===== config.mk =====
export PLATFORM = sky130hd
export DESIGN_NAME = rhythm_judge
export DESIGN_NICKNAME = d
export VERILOG_FILES = /design/src/rtl/rhythm_judge_pkg.sv /design/src/rtl/rhythm_judge_window.sv /design/src/rtl/rhythm_judge.sv
export SDC_FILE = /design/constraint.sdc
export NUM_CORES = 1
export LEC_CHECK = 0
export BUFFER_PORTS_ARGS = -buffer_cell sky130_fd_sc_hd__buf_2
export CAP_MARGIN = 30
export CORE_ASPECT_RATIO = 1.4
export CORE_MARGIN = 8
export CORE_UTILIZATION = 50
export CTS_BUF_LIST = sky130_fd_sc_hd__clkbuf_4
export DETAILED_ROUTE_END_ITERATION = 8
export HOLD_SLACK_MARGIN = 0.1
export PLACE_DENSITY = 0.8
export SYNTH_ARGS = -nofsm -noshare
export SYNTH_HDL_FRONTEND = slang
export SYNTH_SLANG_ARGS = --single-unit

===== constraint.sdc =====
create_clock -name clk -period 5.3 [get_ports clk]
set_input_delay 0 -clock clk [delete_from_list [all_inputs] [get_ports clk]]
set_output_delay 0 -clock clk [all_outputs]
set_load 0.05 [all_outputs]

===== src/rtl/rhythm_judge_pkg.sv =====
// Shared types and default tuning constants for the rhythm judgement core.
package rhythm_judge_pkg;

    typedef enum logic [1:0] {
        GRADE_MISS    = 2'd0,
        GRADE_GOOD    = 2'd1,
        GRADE_PERFECT = 2'd2
    } grade_t;

    typedef enum logic [2:0] {
        S_IDLE  = 3'd0,
        S_FETCH = 3'd1,
        S_WAIT  = 3'd2,
        S_JUDGE = 3'd3,
        S_DONE  = 3'd4
    } state_t;

    localparam int DEF_PERFECT_WIN = 2;
    localparam int DEF_GOOD_WIN    = 6;
    localparam int DEF_PERFECT_PTS = 3;
    localparam int DEF_GOOD_PTS    = 1;
    localparam int DEF_BONUS_SHIFT = 2;

endpackage


===== src/rtl/rhythm_judge_window.sv =====
// Combinational grading of one cycle: decides whether the pending note is graded now and how.
module judge_window
    import rhythm_judge_pkg::*;
#(
    parameter int CLOCK_BITS  = 16,
    parameter int PERFECT_WIN = DEF_PERFECT_WIN,
    parameter int GOOD_WIN    = DEF_GOOD_WIN
) (
    input  logic signed [CLOCK_BITS-1:0] diff,
    input  logic                         goal_hit,
    input  logic                         other_hit,
    output grade_t                       grade,
    output logic                         fire
);

    localparam logic signed [CLOCK_BITS-1:0] PW = CLOCK_BITS'(PERFECT_WIN);
    localparam logic signed [CLOCK_BITS-1:0] GW = CLOCK_BITS'(GOOD_WIN);

    logic in_perfect;
    logic in_good;
    logic late;

    // Range compares avoid taking |diff|, which overflows at the most negative value.
    assign in_perfect = (diff >= -PW) && (diff <= PW);
    assign in_good    = (diff >= -GW) && (diff <= GW);
    assign late       = (diff > GW);

    always_comb begin
        grade = GRADE_MISS;
        fire  = 1'b0;
        if (goal_hit && in_good) begin
            fire  = 1'b1;
            grade = in_perfect ? GRADE_PERFECT : GRADE_GOOD;
        end else if (late) begin
            fire = 1'b1;
        end else if (!goal_hit && other_hit && in_good) begin
            fire = 1'b1;
        end
    end

endmodule


===== src/rtl/rhythm_judge.sv =====
// Multi-lane play-mode judge: fetches notes, grades player hits, keeps combo and saturating score.
module rhythm_judge
    import rhythm_judge_pkg::*;
#(
    parameter int LANES       = 7,
    parameter int CLOCK_BITS  = 16,
    parameter int PERFECT_WIN = DEF_PERFECT_WIN,
    parameter int GOOD_WIN    = DEF_GOOD_WIN,
    parameter int PERFECT_PTS = DEF_PERFECT_PTS,
    parameter int GOOD_PTS    = DEF_GOOD_PTS,
    parameter int BONUS_SHIFT = DEF_BONUS_SHIFT,
    parameter int COMBO_BITS  = 10,
    parameter int SCORE_BITS  = 21,
    localparam int LANE_BITS  = $clog2(LANES)
) (
    input  logic                  clk,
    input  logic                  rst_n,
    input  logic                  en,
    input  logic [CLOCK_BITS-1:0] sys_time,
    input  logic                  goal_valid,
    output logic                  goal_ready,
    input  logic [LANE_BITS-1:0]  goal_lane,
    input  logic [CLOCK_BITS-1:0] goal_time,
    input  logic                  goal_last,
    input  logic [LANES-1:0]      hit,
    output logic [LANES-1:0]      lane_led,
    output logic                  judge_valid,
    output logic [1:0]            judge_grade,
    output logic [COMBO_BITS-1:0] combo,
    output logic [COMBO_BITS-1:0] max_combo,
    output logic [SCORE_BITS-1:0] score,
    output logic                  done
);

    localparam int SUM_W = SCORE_BITS + 2;
    localparam logic [SCORE_BITS-1:0] SCORE_MAX = '1;
    localparam logic [COMBO_BITS-1:0] COMBO_MAX = '1;

    state_t                  state;
    logic [LANE_BITS-1:0]    lane_q;
    logic [CLOCK_BITS-1:0]   time_q;
    logic                    last_q;
    logic [LANES-1:0]        goal_mask;
    logic signed [CLOCK_BITS-1:0] diff;
    logic                    goal_hit;
    logic                    other_hit;
    grade_t                  win_grade;
    logic                    win_fire;
    logic [COMBO_BITS-1:0]   next_combo;
    logic [SCORE_BITS-1:0]   next_score;

    function automatic logic [SCORE_BITS-1:0] sat_score(input logic [SCORE_BITS-1:0] s,
                                                         input logic [COMBO_BITS-1:0] c,
                                                         input grade_t g);
        logic [SUM_W-1:0] sum;
        logic [SUM_W-1:0] pts;
        pts = (g == GRADE_PERFECT) ? SUM_W'(PERFECT_PTS) : SUM_W'(GOOD_PTS);
        sum = {2'b00, s} + pts + SUM_W'(c >> BONUS_SHIFT);
        return (sum > {2'b00, SCORE_MAX}) ? SCORE_MAX : sum[SCORE_BITS-1:0];
    endfunction

    function automatic logic [COMBO_BITS-1:0] sat_combo_inc(input logic [COMBO_BITS-1:0] c);
        return (c == COMBO_MAX) ? c : c + COMBO_BITS'(1);
    endfunction

    // Wrap-transparent signed distance from the target; hits only count while waiting.
    assign goal_mask = LANES'(1) << lane_q;
    assign diff      = signed'(sys_time - time_q);
    assign goal_hit  = (state == S_WAIT) && |(hit & goal_mask);
    assign other_hit = (state == S_WAIT) && |(hit & ~goal_mask);

    judge_window #(
        .CLOCK_BITS (CLOCK_BITS),
        .PERFECT_WIN(PERFECT_WIN),
        .GOOD_WIN   (GOOD_WIN)
    ) u_window (
        .diff     (diff),
        .goal_hit (goal_hit),
        .other_hit(other_hit),
        .grade    (win_grade),
        .fire     (win_fire)
    );

    always_comb begin
        next_combo = (win_grade == GRADE_MISS) ? '0 : sat_combo_inc(combo);
        next_score = (win_grade == GRADE_MISS) ? score : sat_score(score, combo, win_grade);
    end

    // Note payload only needs to be valid in the accept cycle.
    always_ff @(posedge clk) begin
        if (en && state == S_FETCH && goal_valid) begin
            lane_q <= goal_lane;
            time_q <= goal_time;
            last_q <= goal_last;
        end
    end

    always_ff @(posedge clk or negedge rst_n) begin
        if (!rst_n) begin
            state       <= S_IDLE;
            goal_ready  <= 1'b0;
            lane_led    <= '0;
            judge_valid <= 1'b0;
            judge_grade <= '0;
            combo       <= '0;
            max_combo   <= '0;
            score       <= '0;
            done        <= 1'b0;
        end else if (!en) begin
            state       <= S_IDLE;
            goal_ready  <= 1'b0;
            lane_led    <= '0;
            judge_valid <= 1'b0;
            judge_grade <= '0;
            combo       <= '0;
            max_combo   <= '0;
            score       <= '0;
            done        <= 1'b0;
        end else begin
            judge_valid <= 1'b0;
            case (state)
                S_IDLE: begin
                    state      <= S_FETCH;
                    goal_ready <= 1'b1;
                end
                S_FETCH: begin
                    if (goal_valid) begin
                        state      <= S_WAIT;
                        goal_ready <= 1'b0;
                        lane_led   <= LANES'(1) << goal_lane;
                    end
                end
                S_WAIT: begin
                    if (win_fire) begin
                        state       <= S_JUDGE;
                        judge_valid <= 1'b1;
                        judge_grade <= win_grade;
                        combo       <= next_combo;
                        score       <= next_score;
                        if (next_combo > max_combo) max_combo <= next_combo;
                    end
                end
                S_JUDGE: begin
                    lane_led <= '0;
                    if (last_q) begin
                        state <= S_DONE;
                        done  <= 1'b1;
                    end else begin
                        state      <= S_FETCH;
                        goal_ready <= 1'b1;
                    end
                end
                default: ;
            endcase
        end
    end

endmodule


==> PnR_summary.wiki <==
{| class="wikitable"
! Metric !! Value
|-
| CTS tree || yes
|-
| Vias || 5888
|-
| Max-slew headroom at the worst pin || 0.510
|-
| Number of global-route vias before repair || 6073
|-
| CTS HTree Levels || 3
|-
| Master cell of the clock root buffer || sky130_fd_sc_hd__clkbuf_4
|-
| Placed insts || 939
|-
| Unrepaired setup endpoints after global routing || yes
|-
| Number of enable flip-flop cells after synthesis || 20
|-
| Number of remaining DRC errors || 0
|-
| Final count of pins violating max slew || 0
|-
| Vias per cell || 5.95
|-
| CP max FO || 5
|-
| Peak Freq || 0.182 GHz
|-
| Overall routing resource usage || 0.223
|-
| Number of placement rows || 46
|-
| Detailed Routing Iterations Pass 1 || 7
|-
| Worst setup skew after layout || 22.4 ps
|-
| Number of synthesis warnings || 0
|-
| FF-to-FF setup slack || -180 ps
|-
| Routed WL || 17400 um
|-
| Number of CTS-inserted buffers || 9
|-
| Areal power density over the cells || 170 nW/um^2
|-
| Port-buffer cells || 99
|-
| Total number of clock tree sinks || 76
|-
| CP Class || reg2reg
|-
| Cell with the biggest individual delay on the critical path || sky130_fd_sc_hd__or4_4
|-
| Final Cycle Share || 1.03
|-
| Global route total overflow || 0
|-
| Top cells by area in the synthesized netlist || sky130_fd_sc_hd__dfrtp_1 (25%), sky130_fd_sc_hd__edfxtp_1 (11%), sky130_fd_sc_hd__ha_1 (9.1%)
|-
| Die W || 106 um
|-
| Worst slew pin tran || 736 ps
|-
| CP Capture Type || register
|-
| Clock latency at the later pin of the worst-skew pair || 450 ps
|-
| Fraction of registers with async set or reset after synthesis || 0.737
|-
| Initial antenna violation count || 1
|-
| Count of max-cap constraint violations || 0
|-
| CP peak stage delay || 490 ps
|-
| Layout cell share with drive strength beyond 1 || 0.324
|-
| Die area || 15000 sq um
|-
| Final worst slack || -185 ps
|-
| Worst endpoint required time || 5610 ps
|-
| Most frequently used flop master after synthesis || sky130_fd_sc_hd__dfrtp_1
|-
| Final setup violation count || 20
|-
| Final Wtd Congestion || 0.910
|-
| Leakage Power || 0.00358 uW
|-
| Floorplan die height || 142 um
|-
| Total I/O pin count || 100
|-
| Count of different cell masters after synthesis || 74
|-
| Clock Tree Buf Depth || 2
|-
| Type of the worst min-delay path || in2async
|-
| Count of mapped cells out of synthesis || 648
|-
| Largest area contributor in the netlist || sky130_fd_sc_hd__dfrtp_1
|-
| Fraction of synthesized cell area taken by the top area cell type || 0.247
|-
| Layout filler cell count || 925
|-
| Final non-filler cell total || 990
|-
| Layout overhead on the synthesized area || 33.6%
|-
| Initial Utilization || 0.507
|-
| Count of nets after finishing || 931
|-
| WL/cell || 17.6 um
|-
| Type of origin of the critical path || register
|-
| Total negative slack || -1770 ps
|-
| Post-synthesis net count || 739
|-
| Fin crit period || 5480 ps
|-
| Maximum number of pins on one net before global-route repair || 57
|-
| Global-route wire length before repair || 27600 um
|-
| Data arrival time of the worst path || 5790 ps
|-
| Mean Syn Cell Area || 8.74 sq um
|-
| Post-synth design cell area || 5670 sq um
|-
| Outcome || complete, but fails checks
|-
| Endpoints failing hold || 0
|-
| Drt first-iter violations || 373
|-
| Core Box Area || 11200 sq um
|-
| Violations in the final reports || negative setup slack
|-
| Detailed placement HPWL || 12800 um
|-
| Number of antenna-violating nets in the routed design || 0
|-
| Clock-pin slew on the worst setup and hold paths || 160 ps
|-
| Largest voltage drop on the vdd net || 104 uV
|-
| Portion of the post-synthesis area used by sequential elements || 0.353
|-
| Flip-flop and latch count after synthesis || 76
|}
==> registers in the layout, indices dropped and copies added, names as in the netlist <==
register / cells
state: 3
judge_grade: 2
judge_valid: 1
score: 21
last_q: 1
time_q: 16
max_combo: 10
combo: 10
done: 1
lane_q: 3
goal_ready: 1
lane_led: 7
==> final timing paths <==
check	start	cells past startpoint	endpoint
worst max register to register	time_q[0]	26	score[15]
worst min register to register	lane_led[2]	2	lane_led[2]
worst min-delay path	rst_n	3	score[4]
worst max-delay path	time_q[0]	26	score[15]
min in group clk	goal_time[5]	2	time_q[5]
max in group asynchronous	rst_n	3	goal_ready
==> critical path: cells and delay by family, from the launching register on <==
family | cells | cell delay [ps]
buf+inv | 2 | 100
fa+ha+maj | 5 | 1340
flops | 1 | 360
simple gates | 13 | 2440
compound gates | 6 | 1090
==> routing by layer <==
| layer | track usage | wire length (um) | part of all wire |
|---|---|---|---|
| met1 | 0.237 | 6530 | 0.38 |
| met2 | 0.412 | 9350 | 0.54 |
| met3 | 0.0376 | 813 | 0.047 |
| met4 | 0.112 | 681 | 0.039 |
| met5 | 0 | 0 | 0 |
==> cells in the final DEF, fill, tap and decap left out, drive strengths merged, types with 18 or more instances in the layout <==
master / n
a21o: 21
a21oi: 33
and3: 18
buf: 183
dfrtp: 56
dlygate4sd3: 24
edfxtp: 20
ha: 41
inv: 48
nand2: 55
nand3: 25
nor2: 55
nor3: 32
o21ai: 33
==> metrics by stage <==
stage          power (uW)  cell area (sq um)  setup WS [ps]  utilization  hold slack [ps]
2_1_floorplan         790               5690           14.4            -             -296
3_3_place_gp          898               6790           -178        0.608              177
3_5_place_dp          905               6810           -433        0.610              178
4_1_cts              1280               7290           -115        0.653              229
5_1_grt              1350               7570           -391        0.678              237
6_report             1290               7570           -185        0.678              211
==> kinds of logic after synthesis <==
group / Yosys count / share of synthesized area
XOR/XNOR: 14 / 0.0216
flip-flops: 76 / 0.353
multiplexers: 10 / 0.0183
AO/OA/AOI/OAI: 171 / 0.214
adder cells (fa/ha/maj): 44 / 0.101
AND/OR/NAND/NOR: 264 / 0.243
buffers and inverters: 69 / 0.0484
==> synth_stat cells, types with 5 or more instances <==
library cell	n
sky130_fd_sc_hd__a21oi_1	31
sky130_fd_sc_hd__xnor2_1	6
sky130_fd_sc_hd__and3_1	18
sky130_fd_sc_hd__ha_1	41
sky130_fd_sc_hd__a31oi_1	7
sky130_fd_sc_hd__nor2b_1	11
sky130_fd_sc_hd__o21ai_0	31
sky130_fd_sc_hd__mux2i_1	9
sky130_fd_sc_hd__dfrtp_1	56
sky130_fd_sc_hd__nand4_1	14
sky130_fd_sc_hd__nor2_1	53
sky130_fd_sc_hd__inv_1	42
sky130_fd_sc_hd__o211ai_1	6
sky130_fd_sc_hd__nor4_1	8
sky130_fd_sc_hd__xor2_1	8
sky130_fd_sc_hd__and2_1	9
sky130_fd_sc_hd__edfxtp_1	20
sky130_fd_sc_hd__nor3_1	31
sky130_fd_sc_hd__a21o_1	21
sky130_fd_sc_hd__clkbuf_1	16
sky130_fd_sc_hd__a211oi_1	12
sky130_fd_sc_hd__buf_2	9
sky130_fd_sc_hd__nand3b_1	5
sky130_fd_sc_hd__o2bb2ai_1	8
sky130_fd_sc_hd__nand2b_1	8
sky130_fd_sc_hd__nand2_1	55
sky130_fd_sc_hd__nand3_1	25
==> cell type report <==
type	count	area, sq um	share of cell area
Clock inverter	7	66.3	0.00876
Timing Repair Buffer	207	1390	0.183
Sequential cell	76	2000	0.264
Antenna cell	1	2.50	0.000331
Clock buffer	9	67.6	0.00893
Tap cell	144	180	0.0238
Multi-Input combinational cell	503	3700	0.489
Inverter	43	161	0.0213
==> what timing repair did <==
| action | CTS | global route |
|---|---|---|
| buffers inserted | 3 | 9 |
| hold buffers | 24 | 0 |
| resized for setup | 27 | 41 |
| pin swaps | 9 | 14 |
| setup endpoints to repair | 21 | 30 |
| hold endpoints to repair | 95 | 0 |
==> where the power goes <==
group / internal, uW / switching (uW) / leakage, uW
combinational: 136 / 177 / 0.00254
clock: 110 / 246 / 0.0000753
sequential: 612 / 7.90 / 0.000960
(Power assumes the default switching activity.)
